`src/rtl/seq_alu.sv`:
```
// seq_alu: registered ALU with a start/busy/done handshake.
// Single-cycle ops (ADD, SUB, AND, OR, SHL, SHR, PASS) complete on the start
// edge. MUL is an unsigned shift-add that takes WIDTH clocks while busy is high.
// out and the Z/N/C/V flags change only when an operation completes.
module seq_alu #(
   parameter int WIDTH = 8,
   parameter int SHW   = $clog2(WIDTH)
) (
   input  logic             clk,
   input  logic             rst_n,
   input  logic             start,
   input  logic [WIDTH-1:0] in1,
   input  logic [WIDTH-1:0] in2,
   input  logic [2:0]       sel,
   output logic             busy,
   output logic             done,
   output logic [WIDTH-1:0] out,
   output logic             Z,
   output logic             N,
   output logic             C,
   output logic             V
);

   localparam logic [2:0] OP_ADD  = 3'b000;
   localparam logic [2:0] OP_SUB  = 3'b001;
   localparam logic [2:0] OP_AND  = 3'b010;
   localparam logic [2:0] OP_OR   = 3'b011;
   localparam logic [2:0] OP_MUL  = 3'b100;
   localparam logic [2:0] OP_SHL  = 3'b101;
   localparam logic [2:0] OP_SHR  = 3'b110;
   localparam logic [2:0] OP_PASS = 3'b111;

   localparam logic [SHW-1:0] LAST_ITER = SHW'(WIDTH - 1);

   typedef enum logic {IDLE, MUL} state_t;

   state_t               state_q, state_d;
   logic [SHW-1:0]       cnt_q, cnt_d;
   logic [2*WIDTH-1:0]   mcand_q, mcand_d;   // multiplicand, shifted left each iteration
   logic [WIDTH-1:0]     mplier_q, mplier_d; // multiplier, shifted right each iteration
   logic [2*WIDTH-1:0]   prod_q, prod_d;     // partial product
   logic [2*WIDTH-1:0]   prod_sum;
   logic [WIDTH-1:0]     out_d;
   logic                 z_d, n_d, c_d, v_d, done_d;

   // Single-cycle datapath; one extra bit on each side catches carry/borrow
   // and the last bit shifted out.
   logic [SHW-1:0]       amt;
   logic [WIDTH:0]       sum_w, diff_w, shl_w, shr_w;
   logic [WIDTH-1:0]     alu_res;
   logic                 alu_c, alu_v;

   assign amt    = in2[SHW-1:0];
   assign sum_w  = {1'b0, in1} + {1'b0, in2};
   assign diff_w = {1'b0, in1} - {1'b0, in2};
   assign shl_w  = {1'b0, in1} << amt;
   assign shr_w  = {in1, 1'b0} >> amt;

   assign busy = (state_q == MUL);

   // Result and carry/overflow for the single-cycle opcodes.
   always_comb begin
      // NOTE: every output of a combinational block gets a default first so no path can infer a latch.
      alu_res = '0;
      alu_c   = 1'b0;
      alu_v   = 1'b0;
      case (sel)
         OP_ADD: begin
            alu_res = sum_w[WIDTH-1:0];
            alu_c   = sum_w[WIDTH];
            alu_v   = (in1[WIDTH-1] == in2[WIDTH-1]) && (sum_w[WIDTH-1] != in1[WIDTH-1]);
         end
         OP_SUB: begin
            alu_res = diff_w[WIDTH-1:0];
            alu_c   = diff_w[WIDTH];
            alu_v   = (in1[WIDTH-1] != in2[WIDTH-1]) && (diff_w[WIDTH-1] != in1[WIDTH-1]);
         end
         OP_AND:  alu_res = in1 & in2;
         OP_OR:   alu_res = in1 | in2;
         OP_SHL: begin
            alu_res = shl_w[WIDTH-1:0];
            alu_c   = shl_w[WIDTH];
         end
         OP_SHR: begin
            alu_res = shr_w[WIDTH:1];
            alu_c   = shr_w[0];
         end
         OP_PASS: alu_res = in2;
         default: alu_res = '0;
      endcase
   end

   // Next-state logic: handshake FSM, shift-add iteration and result/flag update.
   always_comb begin
      state_d  = state_q;
      cnt_d    = cnt_q;
      mcand_d  = mcand_q;
      mplier_d = mplier_q;
      prod_d   = prod_q;
      out_d    = out;
      z_d      = Z;
      n_d      = N;
      c_d      = C;
      v_d      = V;
      done_d   = 1'b0;
      prod_sum = prod_q + (mplier_q[0] ? mcand_q : '0);

      case (state_q)
         IDLE: begin
            if (start) begin
               if (sel == OP_MUL) begin
                  mcand_d  = {{WIDTH{1'b0}}, in1};
                  mplier_d = in2;
                  prod_d   = '0;
                  cnt_d    = '0;
                  state_d  = MUL;
               end else begin
                  out_d  = alu_res;
                  z_d    = (alu_res == '0);
                  n_d    = alu_res[WIDTH-1];
                  c_d    = alu_c;
                  v_d    = alu_v;
                  done_d = 1'b1;
               end
            end
         end
         MUL: begin
            prod_d   = prod_sum;
            mcand_d  = mcand_q << 1;
            mplier_d = mplier_q >> 1;
            cnt_d    = cnt_q + SHW'(1);
            if (cnt_q == LAST_ITER) begin
               state_d = IDLE;
               out_d   = prod_sum[WIDTH-1:0];
               z_d     = (prod_sum[WIDTH-1:0] == '0);
               n_d     = prod_sum[WIDTH-1];
               c_d     = |prod_sum[2*WIDTH-1:WIDTH];
               v_d     = 1'b0;
               done_d  = 1'b1;
            end
         end
         default: state_d = IDLE;
      endcase
   end

   // State, multiplier datapath and output registers; reset discards any in-flight multiply.
   always_ff @(posedge clk or negedge rst_n) begin
      if (!rst_n) begin
         state_q  <= IDLE;
         cnt_q    <= '0;
         mcand_q  <= '0;
         mplier_q <= '0;
         prod_q   <= '0;
         out      <= '0;
         Z        <= 1'b0;
         N        <= 1'b0;
         C        <= 1'b0;
         V        <= 1'b0;
         done     <= 1'b0;
      end else begin
         // NOTE: sequential state uses non-blocking assignments so every register samples pre-edge values.
         state_q  <= state_d;
         cnt_q    <= cnt_d;
         mcand_q  <= mcand_d;
         mplier_q <= mplier_d;
         prod_q   <= prod_d;
         out      <= out_d;
         Z        <= z_d;
         N        <= n_d;
         C        <= c_d;
         V        <= v_d;
         done     <= done_d;
      end
   end

endmodule

```
`config.mk`:
```
export PLATFORM = sky130hd
export DESIGN_NAME = seq_alu
export DESIGN_NICKNAME = d
export VERILOG_FILES = /design/src/rtl/seq_alu.sv
export SDC_FILE = /design/constraint.sdc
export NUM_CORES = 1
export LEC_CHECK = 0
export BUFFER_PORTS_ARGS = -buffer_cell sky130_fd_sc_hd__buf_2
export CAP_MARGIN = 10
export CORE_UTILIZATION = 25
export CTS_CLUSTER_SIZE = 8
export DETAILED_ROUTE_END_ITERATION = 10
export PLACE_DENSITY = 0.46
export SLEW_MARGIN = 30
export SYNTH_ARGS = -nofsm -noshare
export SYNTH_HDL_FRONTEND = slang
export SYNTH_SLANG_ARGS = --single-unit
```
`constraint.sdc`:
```
create_clock -name clk -period 3.7 [get_ports clk]
set_input_delay 0.925 -clock clk [delete_from_list [all_inputs] [get_ports clk]]
set_output_delay 0.925 -clock clk [all_outputs]
set_load 0.01 [all_outputs]
```
# ---- After elaboration in Yosys (flattened, before gate mapping)
# Index checks and enable logic that the tools add are counted.
dict set report op_classes {
  add_sub_neg 4
  n_mul 0
  div_mod_pow 0
  n_lt_le_gt_ge 0
  eq_ne 16
  n_shift 2
  mux 44
  bitwise_logic 3
  n_reduce_logical 8
}
# cell count
set op_table {}
lappend op_table {{16-bit 2-to-1 mux} 5}
lappend op_table {{16-bit one-hot mux with 2 select lines} 2}
lappend op_table {{8-bit one-hot mux with 7 select lines} 1}
lappend op_table {{8-bit 2-to-1 mux} 5}
lappend op_table {{8-bit one-hot mux with 2 select lines} 2}
lappend op_table {{1-bit 2-to-1 mux} 18}
lappend op_table {{16-bit adder} 1}
lappend op_table {{8-bit zero test} 2}
lappend op_table {{3-bit == test (second input constant)} 5}
lappend op_table {{1-bit one-hot mux with 2 select lines} 7}
lappend op_table {{8-bit by 8-bit adder with 9-bit output} 1}
lappend op_table {{8-bit by 3-bit << shifter with 9-bit output} 1}
lappend op_table {{9-bit by 3-bit >> shifter with 9-bit output} 1}
lappend op_table {{8-bit by 8-bit subtractor with 9-bit output} 1}
lappend op_table {{8-bit bitwise AND} 1}
lappend op_table {{8-bit bitwise OR} 1}
lappend op_table {{8-bit OR reduction} 1}
lappend op_table {{3-bit by 2-bit == test with 1-bit output (second input constant)} 2}
lappend op_table {{3-bit 2-to-1 mux} 2}
lappend op_table {{2-bit inequality test (second input constant)} 3}
lappend op_table {{3-bit one-hot mux with 2 select lines} 1}
lappend op_table {{1-bit one-hot mux with 4 select lines} 1}
lappend op_table {{3-bit by 1-bit adder with 3-bit output (second input constant)} 1}
lappend op_table {{3-bit by 1-bit == test with 1-bit output (second input constant)} 1}
lappend op_table {{8 further kinds} 11}
dict set report word_totals {
  reg_bits 57
  latch_bits 0
  ram_bits 0
  romBits 0
  in_bits 22
  output_inout_bits 14
  word_cells 88
  n_memories 0
}

# ---- Longest topological paths before layout
dict set report depth {
  ltp_word 7
  mapped_depth 11
  depth_no_buf 10
}

# ---- Least setup slack after synthesis
# No wires, ideal clock.
dict set report synth_timing {
  path_kind {in2reg}
  start {input in2[2]}
  end {register out[7]}
  setup_time_ns 0.095
  t_arrival_ns 3.003
  required_time_ns 3.605
  setup_slack_ns 0.601
  cell_stages 10
  cell_sequence {inv_1 > clkbuf_1 > ha_1 > inv_2 > a211o_1 > a2111oi_1 > nor2_1 > mux2_2 > and4b_1 > o31ai_1}
}
dict set report synth_via {
  elab_chain_cells 5
}
# item line_no
set synth_rtl {}
lappend synth_rtl {{start: declaration} 13} ;# input logic [WIDTH-1:0] in2,
lappend synth_rtl {{8-bit by 8-bit subtractor with 9-bit output (tied with other cells)} 55} ;# assign diff_w = {1'b0, in1} - {1'b0, in2};
lappend synth_rtl {{8-bit one-hot mux with 7 select lines *} 67} ;# case (sel)
lappend synth_rtl {{8-bit 2-to-1 mux *} 111} ;# if (sel == OP_MUL) begin
lappend synth_rtl {{8-bit 2-to-1 mux *} 110} ;# if (start) begin
lappend synth_rtl {{8-bit one-hot mux with 2 select lines *} 108} ;# case (state_q)
lappend synth_rtl {{end signal: assignment} 167} ;# out <= out_d;
lappend synth_rtl {{end: declaration} 17} ;# output logic [WIDTH-1:0] out,
# Mark *: on every way between the ends. The rest lies on a longest branch, timed or not. The select of a mux whose other input is x is not followed.
# A chain may end at the register's enable or synchronous reset.

# ---- Worst setup path in the final report
dict set report layout_timing {
  start {register mplier_q[0]}
  end {register C}
}
dict set report layout_via {
  elab_chain_cells 5
}
# item line_no
set layout_rtl {}
lappend layout_rtl {{start: declaration} 40} ;# logic [WIDTH-1:0] mplier_q, mplier_d;
lappend layout_rtl {{start signal: assignment} 165} ;# mplier_q <= mplier_d;
lappend layout_rtl {{16-bit 2-to-1 mux} 106} ;# prod_sum = prod_q + (mplier_q[0] ? mcand_q : '0);
lappend layout_rtl {{16-bit adder} 106}
lappend layout_rtl {{8-bit OR reduction} 137} ;# c_d = |prod_sum[2*WIDTH-1:WIDTH];
lappend layout_rtl {{1-bit 2-to-1 mux} 132} ;# if (cnt_q == LAST_ITER) begin
lappend layout_rtl {{1-bit one-hot mux with 2 select lines} 108}
lappend layout_rtl {{end signal: assignment} 157} ;# C <= 1'b0;
lappend layout_rtl {{end signal: assignment} 170} ;# C <= c_d;
lappend layout_rtl {{end: declaration} 20} ;# output logic C,
# Every way passes these cells. The select of a mux whose other input is x is not followed.

==> metrics.txt <==
synthesized flop and latch total=56; Worst-path clk slew=70 ps; first-pass GRT wire length=~25 mm; EDFF count, synth=0; largest net degree at the start of global routing=54; chip height=143 µm; CTS tree=built; Crit path buffers/inverters=1; layout cells sized above 1=0.123; arrival time at the worst endpoint=3380 ps; crit path kind=flip-flop to flip-flop; Peak VDD IR=about 220 µV; input/output buffers=35; Critical Path Slowest Stage Cell=nor4b_1; Mean Syn Cell Area=8.06 µm²; clock sinks=56; DP Area=about 5400 µm²; Post-Syn Instances=618; Startpoint Class=flip-flop; Seq pwr share=0.359; clock group share of total power=0.191; most frequent cells in the layout=nand2_1 (82), dfrtp_1 (55), o21ai_0 (51), a21oi_1 (47), nor2_1 (45); status=completed; vias per inst=5.14; remaining routing DRC violations=0; GP Congestion=0.901; Layout area overhead=12.4%; Mapped Nets=685; # rows=51; DPL Wire Length=about 12 mm; Switch Pwr=1190 µW; RSZ-0062 raised after global routing=no; Comb pwr share=0.449; DIE WIDTH=143 µm; CP max FO=16; cell family with most CP delay=simple AND/OR/NAND/NOR gates; Initial Util=0.256; Fin Clk Skew=between 8 and 9 ps; Synth cell types=69; Routed Antenna Nets=0; cell area after layout=about 5600 µm²; Slew @ Worst Pin=788 ps; clk_lat worst skew=around 300 ps; CTS max path bufs=2; Num CTS Buffers=5; DR pass1 iterations=5; initial antenna violation count=0; synth warn=0; Pins Over Slew Limit=0; hold_buf cts=0; post-cts sizing count=0; Nets=702; Post-Syn Area=4980 µm²; via total after detailed routing=4630; Cell Chain, Critical Path=buf_4, and2_1, fa_1, a211oi_1, o21ai_1, a31oi_1, xnor2_1, or3_1, nor4b_1, a41oi_1; gr ovfl total=0; diodes inserted=0; leading cell type in the layout, fill and taps excluded=nand2_1; number of DRC markers in iteration 0=about 360; Internal=1640 µW; Lkg Pwr=around 0.0025 µW; PwrDens=just over 500 nW/µm²; CTS root buffer=clkbuf_16; Core Area=between 15000 and 20000 µm²; Fillers=2077; sequential area share after synthesis=0.281; final wirelength=15.5 mm; io pins=36; Final Hold Fails=0; slowest stage delay, CP=480 ps; WL/cell=17.3 µm; Final TNS setup=0 ps; die area=20500 µm²; GRT Overall Usage=0.157; predominant post-synthesis flop cell=dfrtp_1; CP required=3850 ps; Post-synth ARST share=1.00; Max Fclk=310 MHz; final setup fails=0; relative slew slack=0.473; HP Class=flip-flop to flip-flop; vias in the first global route=4536; crit share post-route=0.873; post-CTS setup buffers=0; Max-Cap Viols=0; htree depth=2; Switching Fraction=0.420; crit path time final=3230 ps; CP Capture Type=flip-flop
-- power groups by stage --
stage | Combinational, µW | Sequential, µW | Clock, µW
after CTS | 1280 | 1020 | 553
after floorplan | 877 | 990 | 0
after detailed placement | 1270 | 1030 | 0
after global routing | 1430 | 1050 | 582
final | 1270 | 1010 | 540
after global placement | 1260 | 1020 | 0
-- area by class of cell --
| cell class | count | area, µm² | share of cell area |
|---|---|---|---|
| Clock buffer | 6 | 129 | 0.0230 |
| Clock inverter | 1 | 30.0 | 0.00537 |
| Inverter | 29 | 109 | 0.0194 |
| Multi-Input combinational cell | 494 | 3310 | 0.592 |
| Sequential cell | 56 | 1400 | 0.251 |
| Tap cell | 265 | 332 | 0.0592 |
| Timing Repair Buffer | 49 | 283 | 0.0505 |
-- worst reg2reg max path: stages, from the launching register on --
cell and delay [ps]:
dfrtp_1 370, buf_4 190, and2_1 240, fa_1 470, a211oi_1 330, o21ai_1 170, a31oi_1 230, xnor2_1 100
or3_1 350, nor4b_1 480, a41oi_1 170
-- state kept, by name (all words and copies together), names as in the netlist --
register  flops
C             1
done          1
mcand_q      16
cnt_q         3
Z             1
mplier_q      8
busy          1
V             1
out           8
prod_q       16
-- worst paths after layout --
check                       startpoint          end  slack [ps]  cells past startpoint
min                             out[5]       out[5]         480                      1
max reg2reg                mplier_q[0]            C         470                     10
max                        mplier_q[0]            C         470                     10
min in group asynchronous        rst_n   prod_q[14]         620                      1
min reg2reg                     out[5]       out[5]         480                      1
max in group asynchronous        rst_n  mplier_q[5]        2490                      2
-- cells in the mapped netlist, types with 5 or more instances --
| cell type | number | area (µm²) |
|---|---|---|
| a211oi_1 | 11 | 82.6 |
| a21o_1 | 9 | 67.6 |
| a21oi_1 | 47 | 235 |
| and2_1 | 19 | 119 |
| and3_1 | 6 | 37.5 |
| buf_2 | 5 | 25.0 |
| clkbuf_1 | 30 | 113 |
| dfrtp_1 | 56 | 1400 |
| ha_1 | 42 | 526 |
| inv_1 | 25 | 93.8 |
| mux2_2 | 7 | 78.8 |
| mux2i_1 | 17 | 170 |
| mux4_2 | 5 | 113 |
| nand2_1 | 83 | 312 |
| nand2b_1 | 7 | 43.8 |
| nand3_1 | 19 | 95.1 |
| nor2_1 | 45 | 169 |
| nor3_1 | 11 | 55.1 |
| o211ai_1 | 6 | 45.0 |
| o21ai_0 | 51 | 255 |
| o21ai_1 | 10 | 50.1 |
| o21bai_1 | 7 | 52.6 |
| o31ai_1 | 6 | 45.0 |
| xnor2_1 | 10 | 87.6 |
| xor2_1 | 7 | 61.3 |
-- metal layers --
| layer | routed length, µm | GRT usage | part of all wire | vias to the layer above |
|---|---|---|---|---|
| met5 | 0 | 0 | 0 | - |
| met4 | 424 | 0.0555 | 0.027 | 0 |
| met3 | 730 | 0.0158 | 0.047 | 37 |
| met2 | 7280 | 0.261 | 0.47 | 137 |
| met1 | 7110 | 0.210 | 0.46 | 2207 |
| li1 | - | - | - | 2249 |
-- metrics by stage --
step,hold WS (ps),util,cells,total power (µW),worst slack [ps]
6_report,485,0.288,900,2820,470
4_1_cts,487,0.288,900,2850,390
3_3_place_gp,463,0.279,893,2290,291
3_5_place_dp,470,0.279,893,2300,309
5_1_grt,510,0.288,900,3060,197
2_1_floorplan,453,-,618,1870,601
-- cells by family after synthesis --
logic type / Yosys count / share of synthesized area
compound gates: 186 / 0.237
xor+xnor: 17 / 0.0299
fa+ha+maj: 45 / 0.118
buf+inv: 68 / 0.0540
flops: 56 / 0.281
mux: 30 / 0.0749
simple gates: 216 / 0.205
(Power assumes the default switching activity.)
